--- src/rtl/systolic_pkg.sv ---
// ============================================================================
// Module      : systolic_pkg
// Description : Shared sizing defaults and element type for the systolic
//               scheduler, PE array and output collector.
// Revision    : 1.0 - initial release
// ============================================================================
`default_nettype none

package systolic_pkg;

  localparam int C_MATRIX_SIZE = 2;
  localparam int C_DATA_SIZE   = 32;
  localparam int C_FIFO_DEPTH  = 4;

  typedef logic [C_DATA_SIZE-1:0] psum_t;

  // A depth-1 FIFO still needs a one-bit pointer to index its storage.
  function automatic int ptr_width(input int depth);
    return (depth > 1) ? $clog2(depth) : 1;
  endfunction

endpackage

`default_nettype wire

--- src/rtl/systolic_output_collector_if.sv ---
// ============================================================================
// Module      : systolic_output_collector_if
// Description : Skewed bottom-row results in, de-skewed rows out on
//               valid/ready.
// Revision    : 1.0 - initial release
// ============================================================================
`default_nettype none

interface systolic_output_collector_if
  import systolic_pkg::*;
#(
  parameter int MATRIX_SIZE = C_MATRIX_SIZE,
  parameter int DATA_SIZE   = C_DATA_SIZE
);

  logic [MATRIX_SIZE-1:0][DATA_SIZE-1:0] in_psum;
  logic [MATRIX_SIZE-1:0]                in_valid;
  logic [MATRIX_SIZE-1:0][DATA_SIZE-1:0] out_row;
  logic                                  out_valid;
  logic                                  out_ready;

  modport master (
    output in_psum,
    output in_valid,
    output out_ready,
    input  out_row,
    input  out_valid
  );

  modport slave (
    input  in_psum,
    input  in_valid,
    input  out_ready,
    output out_row,
    output out_valid
  );

endinterface

`default_nettype wire

--- src/rtl/systolic_output_collector_col_fifo.sv ---
// ============================================================================
// Module      : systolic_output_collector_col_fifo
// Description : Per-column result FIFO; push while full is accepted only
//               when the same cycle pops.
// Revision    : 1.0 - initial release
// ============================================================================
`default_nettype none

module systolic_output_collector_col_fifo
  import systolic_pkg::*;
#(
  parameter int FIFO_DEPTH = C_FIFO_DEPTH,
  parameter int DATA_SIZE  = C_DATA_SIZE
) (
  input  wire logic                 clk,
  input  wire logic                 reset,
  input  wire logic                 i_clear,
  input  wire logic                 i_push,
  input  wire logic                 i_pop,
  input  wire logic [DATA_SIZE-1:0] i_data,
  output logic      [DATA_SIZE-1:0] o_head,
  output logic                      o_full,
  output logic                      o_empty
);

  localparam int PW = ptr_width(FIFO_DEPTH);
  localparam int CW = $clog2(FIFO_DEPTH + 1);

  logic [DATA_SIZE-1:0] r_mem [FIFO_DEPTH];
  logic [PW-1:0]        r_wr_ptr;
  logic [PW-1:0]        r_rd_ptr;
  logic [CW-1:0]        r_count;

  logic w_full;
  logic w_empty;
  logic w_do_pop;
  logic w_do_push;

  assign w_full    = (r_count == CW'(FIFO_DEPTH));
  assign w_empty   = (r_count == '0);
  assign w_do_pop  = i_pop & ~w_empty;
  assign w_do_push = i_push & (~w_full | w_do_pop);

  always_ff @(posedge clk or negedge reset) begin
    if (!reset) begin
      r_wr_ptr <= '0;
      r_rd_ptr <= '0;
      r_count  <= '0;
    end else if (i_clear) begin
      r_wr_ptr <= '0;
      r_rd_ptr <= '0;
      r_count  <= '0;
    end else begin
      if (w_do_push) r_wr_ptr <= r_wr_ptr + PW'(1);
      if (w_do_pop)  r_rd_ptr <= r_rd_ptr + PW'(1);
      case ({w_do_push, w_do_pop})
        2'b10:   r_count <= r_count + CW'(1);
        2'b01:   r_count <= r_count - CW'(1);
        default: r_count <= r_count;
      endcase
    end
  end

  // Storage needs no reset: an empty FIFO presents zero at its head.
  always_ff @(posedge clk) begin
    if (w_do_push && !i_clear) r_mem[r_wr_ptr] <= i_data;
  end

  assign o_head  = w_empty ? '0 : r_mem[r_rd_ptr];
  assign o_full  = w_full;
  assign o_empty = w_empty;

endmodule

`default_nettype wire

--- src/rtl/systolic_output_collector.sv ---
// ============================================================================
// Module      : systolic_output_collector
// Description : De-skews bottom-row systolic results into whole rows, hands
//               them downstream and flags job completion / dropped data.
// Revision    : 1.0 - initial release
// ============================================================================
`default_nettype none

module systolic_output_collector
  import systolic_pkg::*;
#(
  parameter int MATRIX_SIZE = C_MATRIX_SIZE,
  parameter int DATA_SIZE   = C_DATA_SIZE,
  parameter int FIFO_DEPTH  = C_FIFO_DEPTH
) (
  input  wire logic                     clk,
  input  wire logic                     reset,
  input  wire logic                     start,
  systolic_output_collector_if.slave    bus,
  output logic                          done,
  output logic                          overflow
);

  localparam int RW = $clog2(MATRIX_SIZE + 1);

  logic [MATRIX_SIZE-1:0] w_push;
  logic [MATRIX_SIZE-1:0] w_full;
  logic [MATRIX_SIZE-1:0] w_empty;
  logic [MATRIX_SIZE-1:0] w_drop;
  logic                   w_pop;
  logic                   w_row_ready;

  logic [RW-1:0]          r_row_cnt;
  logic                   r_done;
  logic                   r_overflow;

  generate
    for (genvar c = 0; c < MATRIX_SIZE; c++) begin : g_col
      assign w_push[c] = bus.in_valid[c] & ~r_done & ~start;
      // A push is lost when the job is finished or the column is full and
      // not being drained this cycle.
      assign w_drop[c] = bus.in_valid[c] & ~start & (r_done | (w_full[c] & ~w_pop));

      systolic_output_collector_col_fifo #(
        .FIFO_DEPTH (FIFO_DEPTH),
        .DATA_SIZE  (DATA_SIZE)
      ) u_col_fifo (
        .clk     (clk),
        .reset   (reset),
        .i_clear (start),
        .i_push  (w_push[c]),
        .i_pop   (w_pop),
        .i_data  (bus.in_psum[c]),
        .o_head  (bus.out_row[c]),
        .o_full  (w_full[c]),
        .o_empty (w_empty[c])
      );
    end
  endgenerate

  assign w_row_ready   = ~(|w_empty) & ~r_done;
  assign bus.out_valid = w_row_ready;
  assign w_pop         = w_row_ready & bus.out_ready & ~start;

  always_ff @(posedge clk or negedge reset) begin
    if (!reset) begin
      r_row_cnt  <= '0;
      r_done     <= 1'b0;
      r_overflow <= 1'b0;
    end else if (start) begin
      r_row_cnt  <= '0;
      r_done     <= 1'b0;
      r_overflow <= 1'b0;
    end else begin
      if (w_pop) begin
        r_row_cnt <= r_row_cnt + RW'(1);
        if (r_row_cnt == RW'(MATRIX_SIZE - 1)) r_done <= 1'b1;
      end
      if (|w_drop) r_overflow <= 1'b1;
    end
  end

  assign done     = r_done;
  assign overflow = r_overflow;

endmodule

`default_nettype wire
--- src/flat_wrapper.sv ---
// flat-port wrapper written by rule: the top's interface ports become plain ports
module systolic_output_collector_flat import systolic_pkg::*;
#(
  parameter int MATRIX_SIZE = C_MATRIX_SIZE,
  parameter int DATA_SIZE   = C_DATA_SIZE,
  parameter int FIFO_DEPTH  = C_FIFO_DEPTH
)
  (clk, reset, start, done, overflow, bus_in_psum, bus_in_valid, bus_out_ready, bus_out_row, bus_out_valid);
  systolic_output_collector_if #(.MATRIX_SIZE(MATRIX_SIZE), .DATA_SIZE(DATA_SIZE)) bus_i ();
  input  wire logic clk;
  input  wire logic reset;
  input  wire logic start;
  output logic done;
  output logic overflow;
  input wire logic [$bits(bus_i.in_psum)-1:0] bus_in_psum;
  input wire logic [$bits(bus_i.in_valid)-1:0] bus_in_valid;
  input wire logic [$bits(bus_i.out_ready)-1:0] bus_out_ready;
  output wire logic [$bits(bus_i.out_row)-1:0] bus_out_row;
  output wire logic [$bits(bus_i.out_valid)-1:0] bus_out_valid;
  assign bus_i.in_psum = bus_in_psum;
  assign bus_i.in_valid = bus_in_valid;
  assign bus_i.out_ready = bus_out_ready;
  assign bus_out_row = bus_i.out_row;
  assign bus_out_valid = bus_i.out_valid;
  systolic_output_collector #(.MATRIX_SIZE(MATRIX_SIZE), .DATA_SIZE(DATA_SIZE), .FIFO_DEPTH(FIFO_DEPTH)) u_core (.clk(clk), .reset(reset), .start(start), .bus(bus_i), .done(done), .overflow(overflow));
endmodule
--- config.mk ---
export PLATFORM = sky130hd
export DESIGN_NAME = systolic_output_collector_flat
export DESIGN_NICKNAME = d
export VERILOG_FILES = /design/src/rtl/systolic_pkg.sv /design/src/rtl/systolic_output_collector_if.sv /design/src/rtl/systolic_output_collector_col_fifo.sv /design/src/rtl/systolic_output_collector.sv /design/src/flat_wrapper.sv
export SDC_FILE = /design/constraint.sdc
export NUM_CORES = 1
export LEC_CHECK = 0
export ABC_AREA = 1
export ABC_CLOCK_PERIOD_IN_PS = 4150
export CORE_ASPECT_RATIO = 0.5
export CORE_MARGIN = 1.5
export CORE_UTILIZATION = 40
export DETAILED_ROUTE_END_ITERATION = 8
export PLACE_DENSITY_LB_ADDON = 0.12
export SLEW_MARGIN = 20
export SYNTH_ARGS = -nofsm -noshare
export SYNTH_HDL_FRONTEND = slang
export SYNTH_SLANG_ARGS = --single-unit
--- constraint.sdc ---
create_clock -name clk -period 4.15 [get_ports clk]
set_clock_uncertainty 0.1 [all_clocks]
set_input_delay 1.245 -clock clk [delete_from_list [all_inputs] [get_ports clk]]
set_output_delay 1.245 -clock clk [all_outputs]
set_load 0.01 [all_outputs]
==> results by group, run 1 <==
Floorplan
  • Die area: about 0.029 mm^2
  • Num rows: 42
  • Initial Util: 41.3%
  • DIE WIDTH: 239 um
  • I/O pin cnt: 137
  • Die H: roughly 120 um
  • Core ar.: between 0.02 and 0.03 mm^2

Timing
  • Final Critical Period: around 3.9 ns
  • Worst Tran Pin Value: 0.871 ns
  • Highest clock rate: approximately 0.26 GHz
  • Rel. slew slack: around two fifths
  • Hold Fails Final Rpt: 0
  • Setup TNS Final: 0 ns
  • Period Utilization, post-route: between 90 and 100%
  • Final setup vio count: 0
  • RSZ-0062 raised after global routing: false
  • Final Max Slew Viols: 0
  • WHS: 0.375 ns

Critical path
  • Critical path endpoint category: output port
  • CP arrival: 2.52 ns
  • Crit Path Max Fanout: 24
  • Critical path required time: between 2 and 3 ns
  • Crit Path Class: flip-flop to output port
  • Startpoint Class: flip-flop

Detailed routing
  • Final wirelength: ~24000 um
  • Initial drt markers: roughly 440
  • First-pass detailed-route iteration total: 5
  • Remaining DRCs: 0
  • DRT antenna net count: 0
  • Vias per cell: between 4 and 5
  • Routed vias: a little over 7k
  • Mean routed wirelength per cell: approximately 17 um

Logic synthesis
  • Cell variety after synth: 31
  • Syn Nets: ~1000
  • Mapped Area: between 0.01 and 0.015 mm^2
  • Synth warn: 0
  • Syn Inst Count: 911
  • Post-synthesis sequential area ratio: 73.3%
  • Register bit count reported by yosys: 274
  • Syn Area/Cell: 12.2 um^2

Global routing
  • Vias in the first global route: around 7.0k
  • Congestion Overflow GR: 0
  • First-pass GRT wire length: ~38000 um
  • Antenna violations before repair: 0
  • Total GRT Usage: between 10% and 20%
  • Pin count of the biggest net entering global routing: 66

Finish
  • Post-Layout Cell Count: 1438
  • Final nets: 1125
  • # diodes: 0
  • Layout fillers: approximately 2.3k
  • Share of layout cells above drive strength 1: 9.12%
  • Area of the multi-input gates: about 0.0027 mm^2
  • Post-layout util: 51.8%
  • Sequential cell area: slightly above 0.008 mm^2
  • Area growth, synth to finish: 25.3%
  • Commonest non-fill, non-tap cells in the layout: nor2_1 (263), edfxtp_1 (256), clkdlybuf4s50_1 (136)
  • Commonest non-fill, non-tap cell in the layout: nor2_1

Hold path
  • Worst Hold Class: flip-flop to flip-flop

Flow run
  • Max-cap violation count: 0

CTS
  • H-tree Lvls: 1
  • Clk Tree Root Cell: clkbuf_16
  • CTS tree: built
  • Num CTS Buffers: 26
  • Clock Path Buffers: 3
  • CTS Sinks: around 270
  • Cts hold-fix bufs: 0
  • Clock Latency Late Sink: approximately 0.53 ns
  • Clock slew at reported path FFs: 0.06 ns

Place
  • Routability cong.: 0.744
  • Placed cells: between 1k and 1.5k
  • I/O Buffers: 136
  • Post-DP HPWL: 13800 um

Power
  • Peak VDD IR: 344 uV
  • Psw: between 2 and 3 mW
  • Static leakage: between 4 and 5 nW
  • Sequential share of power: just under 40%
  • Power Density: 613 mW/mm^2
  • Sw Share: 31.5%
  • Gate power share: between 30 and 40%
  • Clock network fraction of design power: between 20% and 30%
  • P_int: between 5 and 6 mW

Run status
  • Status: complete, no violations
## state kept, by name, summed over array words and instances, names as in the netlist
register                          count
u_core.g_col.u_col_fifo.r_mem       256
u_core.g_col.u_col_fifo.r_count       6
u_core.done                           1
u_core.r_row_cnt                      2
u_core.overflow                       1
u_core.g_col.u_col_fifo.r_rd_ptr      4
u_core.g_col.u_col_fifo.r_wr_ptr      4
## power by group through the flow
stage / sequential (mW) / clock, mW / combinational, mW
2_1_floorplan: 3.37 / 0 / 1.49
3_3_place_gp: 3.37 / 0 / 2.86
3_5_place_dp: 3.37 / 0 / 2.87
4_1_cts: 3.32 / 2.44 / 2.88
5_1_grt: 3.34 / 2.55 / 3.12
6_report: 3.32 / 2.39 / 2.82
## through the flow
step	instance area, um^2	setup slack (ns)	total power [mW]
after floorplan	11100	0.332	4.86
after global placement	13000	0.546	6.23
after detailed placement	13000	0.505	6.24
after CTS	13900	0.115	8.64
after global routing	13900	0.0854	9.01
final	13900	0.288	8.52
## worst paths after layout
| path | from | endpoint | slack (ns) | cells past startpoint |
|---|---|---|---|---|
| max | u_core.g_col[0].u_col_fifo.r_rd_ptr[0]$_DFFE_PN0P_ | bus_out_row[20] | 0.29 | 5 |
| max reg2reg | u_core.g_col[1].u_col_fifo.r_count[0]$_DFFE_PN0P_ | u_core.g_col[1].u_col_fifo.r_mem[3][21]$_DFFE_PP_ | 1.99 | 7 |
| min in group asynchronous | reset | u_core.g_col[0].u_col_fifo.r_rd_ptr[1]$_DFFE_PN0P_ | 1.11 | 1 |
| min | u_core.r_row_cnt[0]$_DFFE_PN0P_ | u_core.r_row_cnt[0]$_DFFE_PN0P_ | 0.37 | 1 |
| min reg2reg | u_core.r_row_cnt[0]$_DFFE_PN0P_ | u_core.r_row_cnt[0]$_DFFE_PN0P_ | 0.37 | 1 |
| max in group asynchronous | reset | u_core.g_col[1].u_col_fifo.r_rd_ptr[0]$_DFFE_PN0P_ | 2.24 | 1 |
## synth_stat cells, drive strengths merged
cell | count | area [um^2]
nand3b | 1 | 11.3
inv | 36 | 138
ha | 9 | 113
o21ai | 139 | 703
nor2 | 274 | 1040
nand3 | 11 | 80.1
nor3 | 3 | 15.0
xor2 | 2 | 17.5
nand4 | 7 | 71.3
dfrtp | 18 | 450
clkbuf | 23 | 86.3
buf | 27 | 126
edfxtp | 256 | 7690
nand2 | 34 | 168
a31oi | 2 | 12.5
fa | 2 | 40.0
a21oi | 66 | 334
o22ai | 1 | 6.26
## what timing repair did
item	in CTS	in global routing
endpoints found under the hold margin	0	0
setup buffers	0	0
gates resized for setup	0	2
endpoints found under the setup margin	0	4
## kinds of logic after synthesis
family          Yosys count  share of synthesized area [%]
flops                   274                           73.3
simple gates            330                           12.5
compound gates          208                           9.51
xor+xnor                  2                          0.158
fa+ha+maj                11                           1.38
buf+inv                  86                           3.16
## worst max-delay path, stage by stage, from the launching register on
cell	delay (ns)
dfrtp_2	0.42
inv_2	0.29
buf_4	0.32
o21ai_0	0.13
a21oi_1	0.23
clkdlybuf4s50_1	0.59
## metal layers
layer	vias up	wire length, um	track usage, %
met4	0	339	3.28
met2	113	12100	29.3
met3	27	876	3.13
met1	3497	10800	22.5
met5	-	0	0
li1	3462	-	-
## final cells by class
class,instances,area share (%)
flip-flops and latches,274,58.5
inverters,36,0.990
well taps,374,3.37
clock buffers,39,5.47
repair buffers,155,11.7
clock inverters,9,0.729
multi-input cells,551,19.2
(Power assumes the default switching activity.)
==> run 2: changes to the inputs <==
--- a/config.mk
+++ b/config.mk
@@ -9,7 +9,7 @@
 export ABC_CLOCK_PERIOD_IN_PS = 4150
 export CORE_ASPECT_RATIO = 0.5
 export CORE_MARGIN = 1.5
-export CORE_UTILIZATION = 40
+export CORE_UTILIZATION = 45
 export DETAILED_ROUTE_END_ITERATION = 8
 export PLACE_DENSITY_LB_ADDON = 0.12
 export SLEW_MARGIN = 20
==> run 2 against run 1 <==
  * Largest power group unchanged
  * Combinational power about the same
  * Sequential power barely moved
  * Critical path depth increased by 1
  * Core utilization is 5.6 points higher
  * Clock power hardly changed
  * Worst setup slack got worse by 0.12 ns
  * Critical path type unchanged
  * Sequential share of layout area up 0.29 points
==> results by group, run 2 (same netlist as run 1, synthesis figures left out) <==
Global routing
  • Vias in the first global route: 6956 (-0.69%)
  • Antenna violations before repair: 0 (unchanged)
  • First-pass GRT wire length: 36600 um (-3.7%)
  • Pin count of the biggest net entering global routing: 66 (unchanged)
  • Congestion Overflow GR: 0 (unchanged)
  • Total GRT Usage: 18.2% (+1.2 points)

Floorplan
  • Core ar.: 0.0241 mm^2 (-10%)
  • Die H: 114 um (-5.6%)
  • Num rows: 40 (-4.8%)
  • Die area: 0.0257 mm^2 (-11%)
  • I/O pin cnt: 137 (unchanged)
  • DIE WIDTH: 225 um (-5.6%)
  • Initial Util: 46.0% (+4.7 points)

Detailed routing
  • DRT antenna net count: 0 (unchanged)
  • Initial drt markers: 405 (-7.1%)
  • Routed vias: 7015 (-1.2%)
  • Vias per cell: 5.01 (+1.5%)
  • Remaining DRCs: 0 (unchanged)
  • Mean routed wirelength per cell: 16.6 um (-1.3%)
  • First-pass detailed-route iteration total: 4 (-1)
  • Final wirelength: 23200 um (-3.9%)

Hold path
  • Worst Hold Class: flip-flop to flip-flop

Place
  • DP Area: 0.0130 mm^2 (-0.25%)
  • Routability cong.: 0.777 (+4.4%)
  • Post-DP HPWL: 13600 um (-1.8%)
  • Post-place setup slack: 0.602 ns (+0.0972 ns)
  • I/O Buffers: 136 (unchanged)

Critical path
  • Critical path required time: 2.80 ns (about the same)
  • Critical path origin: u_core.g_col[0].u_col_fifo.r_rd_ptr[0]$_DFFE_PN0P_
  • R2r worst-path depth: 11 (+4)
  • CP arrival: 2.64 ns (+0.12 ns)
  • Reg2reg end: u_core.g_col[1].u_col_fifo.r_count[2]$_DFFE_PN0P_
  • Critical path endpoint category: output port
  • Crit Path Class: flip-flop to output port
  • Setup crit end: bus_out_row[14]
  • Startpoint Class: flip-flop
  • Worst r2r src: u_core.g_col[1].u_col_fifo.r_count[0]$_DFFE_PN0P_
  • Crit Path Max Fanout: 65 (+170%)
  • Reg2reg setup slack: 2.03 ns (+0.04 ns)

Power
  • Power Density: 613 mW/mm^2 (about the same)
  • Design Power: 8.48 mW (-0.45%)
  • Peak VDD IR: 340 uV (-1.3%)
  • Static leakage: 4.80 nW (-0.20%)

Timing
  • Rel. slew slack: 42.1% (+0.30 points)
  • Worst Tran Pin Value: 0.866 ns (-0.00444 ns)
  • Final setup vio count: 0 (unchanged)
  • Final Critical Period: 3.98 ns (+0.120 ns)
  • Highest clock rate: 0.251 GHz (-3.0%)
  • Setup ws final: 0.168 ns (-0.120 ns)
  • Setup TNS Final: 0 ns (unchanged)
  • RSZ-0062 raised after global routing: false
  • Final Max Slew Viols: 0 (unchanged)
  • Period Utilization, post-route: 96.0% (+2.9 points)
  • Hold Fails Final Rpt: 0 (unchanged)

CTS
  • Clock Path Buffers: 3 (unchanged)
  • Cts hold-fix bufs: 0 (unchanged)
  • Setup bufs post-CTS: 0 (unchanged)
  • Num CTS Buffers: 25 (-3.8%)
  • Clk Tree Root Cell: clkbuf_16
  • H-tree Lvls: 1 (unchanged)
  • Clock slew at reported path FFs: 0.07 ns (about the same)
  • CTS tree: built
  • CTS resizes: 0 (unchanged)
  • Clock Latency Late Sink: 0.54 ns (about the same)
  • CTS Sinks: 274 (unchanged)

Finish
  • Layout fillers: 1991 (-14%)
  • Commonest non-fill, non-tap cell in the layout: nor2_1
  • # diodes: 0 (unchanged)
  • Share of layout cells above drive strength 1: 9.12% (unchanged)
  • Max FFs per register: 256 (unchanged)
  • Area growth, synth to finish: 24.7%
  • Largest registers: u_core.g_col.u_col_fifo.r_mem x256, u_core.g_col.u_col_fifo.r_count x6
  • Commonest non-fill, non-tap cells in the layout: nor2_1 (263), edfxtp_1 (256), clkdlybuf4s50_1 (136)
  • Final nets: 1126 (+0.089%)
  • Reg with most FFs: u_core.g_col.u_col_fifo.r_mem
  • Design area: 0.0138 mm^2 (-0.49%)

Flow run
  • Max-cap violation count: 0 (unchanged)

Run status
  • Status: complete, no violations
[run 2: cell count changes in the layout (fill, tap and decap cells not counted), sizes merged]
| cell | before | now |
|---|---|---|
| bufinv | 2 | 3 |
| clkinvlp | 3 | 2 |
| clkbuf | 39 | 34 |
| inv | 35 | 37 |
| clkinv | 5 | 6 |
| buf | 19 | 21 |
[run 2: worst max-delay path, cell delays in order, from the launching register on]
cell and delay (ns):
dfrtp_2 0.37, buf_4 0.53, nor2_1 0.12, nor2_1 0.10
o21ai_0 0.09, a21oi_1 0.28, clkdlybuf4s50_1 0.60
[run 2: worst min path at each step]
stage | from | end | depth (start not counted)
final | u_core.r_row_cnt[0]$_DFFE_PN0P_ | u_core.r_row_cnt[0]$_DFFE_PN0P_ | 1
after global routing | u_core.r_row_cnt[0]$_DFFE_PN0P_ | u_core.r_row_cnt[0]$_DFFE_PN0P_ | 1
after CTS | u_core.r_row_cnt[0]$_DFFE_PN0P_ | u_core.r_row_cnt[0]$_DFFE_PN0P_ | 1
after detailed placement | u_core.r_row_cnt[0]$_DFFE_PN0P_ | u_core.r_row_cnt[0]$_DFFE_PN0P_ | 1
after global placement | u_core.r_row_cnt[0]$_DFFE_PN0P_ | u_core.r_row_cnt[0]$_DFFE_PN0P_ | 1
after floorplan | u_core.r_row_cnt[0]$_DFFE_PN0P_ | u_core.r_row_cnt[0]$_DFFE_PN0P_ | 1
[run 2: area by class of cell]
type                            instances  area [um^2]  area share [%]
Tap cell                              336          420            3.04
Inverter                               36          138           0.995
Timing Repair Buffer                  157         1630            11.8
Multi-Input combinational cell        551         2670            19.3
Sequential cell                       274         8140            58.8
Clock buffer                           34          681            4.92
Clock inverter                         12          154            1.11
[run 2: layer usage]
metal	vias to the layer above	global-route usage (%)	part of all wire (%)
met5	-	0	0
met4	0	3.45	1.5
met3	31	3.31	4.0
met2	114	31.2	49
met1	3413	24.6	46
li1	3457	-	-
[run 2: where the power goes]
group	internal [mW]	switching (mW)	total, mW
clock network	1.35	1.01	2.37
registers	3.24	0.0777	3.32
logic	1.20	1.60	2.80
[run 2: stage by stage]
stage	cells	utilization (%)	hold slack, ns
after floorplan	911	-	0.346
after global placement	1354	53.9	0.361
after detailed placement	1354	53.9	0.374
after CTS	1400	57.4	0.383
after global routing	1400	57.4	0.425
final	1400	57.4	0.377
==> run 3: changes to the inputs <==
--- a/config.mk
+++ b/config.mk
@@ -7,7 +7,6 @@
 export LEC_CHECK = 0
 export ABC_AREA = 1
 export ABC_CLOCK_PERIOD_IN_PS = 4150
-export CORE_ASPECT_RATIO = 0.5
 export CORE_MARGIN = 1.5
 export CORE_UTILIZATION = 45
 export DETAILED_ROUTE_END_ITERATION = 8
==> run 3 against run 2 <==
  * Core utilization fell by 0.33 points
  * Die area fell by 0.22%
  * Clock power fell by 4%
  * Worst setup slack improved by 0.11 ns
  * Final cell count fell by 0.21%
  * Register-to-register slack got worse by 0.04 ns
==> results by group, run 3 (same netlist as run 1, synthesis figures left out) <==
Timing
  • Worst Tran Pin Value: 0.864 ns (-0.00242 ns)
  • Final setup vio count: 0 (unchanged)
  • Rel. slew slack: 42.2% (+0.16 points)
  • Highest clock rate: 0.258 GHz (+2.8%)
  • Period Utilization, post-route: 93.4% (-2.6 points)
  • Setup TNS Final: 0 ns (unchanged)
  • Hold Fails Final Rpt: 0 (unchanged)
  • WHS: 0.393 ns (+0.0167 ns)
  • Final Critical Period: 3.87 ns (-0.107 ns)
  • Final Max Slew Viols: 0 (unchanged)
  • RSZ-0062 raised after global routing: false
  • Setup ws final: 0.275 ns (+0.107 ns)

Finish
  • Largest registers: u_core.g_col.u_col_fifo.r_mem x256, u_core.g_col.u_col_fifo.r_count x6
  • Area growth, synth to finish: 24.6% (about the same)
  • Final nets: 1134 (+0.71%)
  • Share of layout cells above drive strength 1: 9.79% (+0.67 points)
  • Commonest non-fill, non-tap cells in the layout: nor2_1 (263), edfxtp_1 (256), clkdlybuf4s50_1 (136)
  • Reg with most FFs: u_core.g_col.u_col_fifo.r_mem
  • Layout fillers: 2038 (+2.4%)
  • Commonest non-fill, non-tap cell in the layout: nor2_1
  • Max FFs per register: 256 (unchanged)
  • # diodes: 0 (unchanged)

Critical path
  • Top delay family on crit path: buffers and inverters
  • Startpoint Class: flip-flop
  • Cell mode on critical path: buf_4
  • Critical path required time: 2.80 ns (about the same)
  • CP max stage cell: clkdlybuf4s50_1
  • Reg2reg setup slack: 1.99 ns (-0.04 ns)
  • CP Cell Sequence: buf_4 -> inv_1 -> buf_4 -> nor2_1 -> o21ai_0 -> a21oi_1 -> clkdlybuf4s50_1
  • Critical path origin: u_core.g_col[0].u_col_fifo.r_rd_ptr[1]$_DFFE_PN0P_
  • Crit Path Max Fanout: 33 (-49%)
  • Buf/Inv on CP: 4 (+2)
  • CP arrival: 2.53 ns (-0.11 ns)
  • Crit Path Class: flip-flop to output port
  • Worst path max stage delay: 0.60 ns (about the same)
  • Worst r2r src: u_core.g_col[1].u_col_fifo.r_count[0]$_DFFE_PN0P_
  • Critical path endpoint category: output port

CTS
  • H-tree Lvls: 1 (unchanged)
  • Num CTS Buffers: 27 (+8.0%)
  • Clock Latency Late Sink: 0.52 ns (-0.02 ns)
  • Clock slew at reported path FFs: 0.06 ns (about the same)
  • CTS tree: built
  • Clock Path Buffers: 3 (unchanged)
  • CTS Sinks: 274 (unchanged)
  • Clk Tree Root Cell: clkbuf_16

Global routing
  • Total GRT Usage: 18.2% (+0.031 points)
  • Congestion Overflow GR: 0 (unchanged)
  • Vias in the first global route: 6824 (-1.9%)
  • First-pass GRT wire length: 36700 um (+0.28%)
  • Pin count of the biggest net entering global routing: 65 (-1.5%)
  • Antenna violations before repair: 0 (unchanged)

Power
  • Peak VDD IR: 340 uV (+0.14%)
  • Static leakage: 4.83 nW (+0.77%)
  • Power Density: 610 mW/mm^2 (-0.51%)

Floorplan
  • DIE WIDTH: 160 um (-29%)
  • Core ar.: 0.0242 mm^2 (+0.52%)
  • Num rows: 57 (+43%)
  • I/O pin cnt: 137 (unchanged)
  • Die area: 0.0256 mm^2 (-0.22%)
  • Initial Util: 45.8% (-0.24 points)
  • Die H: 160 um (+40%)

Run status
  • Status: complete, no violations

Detailed routing
  • Final wirelength: 23300 um (+0.41%)
  • DRT antenna net count: 0 (unchanged)
  • Vias per cell: 4.97 (-0.86%)
  • First-pass detailed-route iteration total: 4 (unchanged)
  • Routed vias: 6940 (-1.1%)
  • Initial drt markers: 385 (-4.9%)
  • Remaining DRCs: 0 (unchanged)
  • Mean routed wirelength per cell: 16.7 um (+0.63%)

Place
  • I/O Buffers: 136 (unchanged)
  • Post-place setup slack: 0.509 ns (-0.0932 ns)
  • Post-DP HPWL: 14200 um (+4.5%)
  • Routability cong.: 0.823 (+5.9%)

Flow run
  • Max-cap violation count: 0 (unchanged)

Hold path
  • Worst Hold Class: flip-flop to flip-flop
  • Hold_sp: u_core.r_row_cnt[0]$_DFFE_PN0P_
==> run 3: changes by cell type in the layout (fill, tap and decap cells not counted), moves of 2 or more <==
cell	before	now
buf_12	9	6
clkinv_1	2	9
clkbuf_1	8	3
clkinv_4	2	0
buf_4	12	20
clkinv_2	2	8
==> run 3: worst register-to-register path, stage by stage (launching register included) <==
cell	delay [ns]
dfrtp_1	0.42
nor2_1	0.11
a21oi_2	0.17
nand4_4	0.20
nand2_2	0.17
nand2_4	0.12
nor2_4	0.31
buf_12	0.23
==> run 3: through the flow <==
stage | instances | power, mW | cell area (um^2) | utilization [%]
after floorplan | 911 | 4.86 | 11100 | -
after global placement | 1347 | 6.22 | 13000 | 53.6
after detailed placement | 1347 | 6.24 | 13000 | 53.6
after CTS | 1396 | 8.52 | 13800 | 57.0
after global routing | 1397 | 8.90 | 13800 | 57.0
final | 1397 | 8.43 | 13800 | 57.0
==> run 3: layout make-up <==
class / instances / area (um^2) / area share [%]
multi-input combinational: 551 / 2670 / 19.3
inverter: 36 / 141 / 1.02
tap: 324 / 405 / 2.93
sequential: 274 / 8140 / 58.9
clock buffer: 30 / 687 / 4.97
clock inverter: 19 / 139 / 1.00
timing repair buffer: 163 / 1640 / 11.9
==> run 3: power breakdown <==
part | switching (mW) | internal [mW]
logic | 1.61 | 1.22
clock network | 0.968 | 1.31
registers | 0.0801 | 3.24
==> run 3: final timing paths <==
kind / end / cells after the start
max: bus_out_row[1] / 7
min: u_core.r_row_cnt[0]$_DFFE_PN0P_ / 1
max reg2reg: u_core.g_col[0].u_col_fifo.r_mem[2][30]$_DFFE_PP_ / 7
min reg2reg: u_core.r_row_cnt[0]$_DFFE_PN0P_ / 1
max in group asynchronous: u_core.g_col[0].u_col_fifo.r_rd_ptr[0]$_DFFE_PN0P_ / 1
min in group asynchronous: u_core.g_col[1].u_col_fifo.r_count[0]$_DFFE_PN0P_ / 1
==> run 3: per-layer routing <==
layer,wire [um],track usage [%]
met1,10200,23.9
met2,11400,31.9
met5,0,0
met4,399,4.50
met3,1240,2.60
==> run 3: timing repair <==
action,in CTS,in global routing
buffers inserted,0,1
endpoints found under the setup margin,0,4
hold endpoints to repair,0,0
hold buffers,0,0
resized for setup,0,2
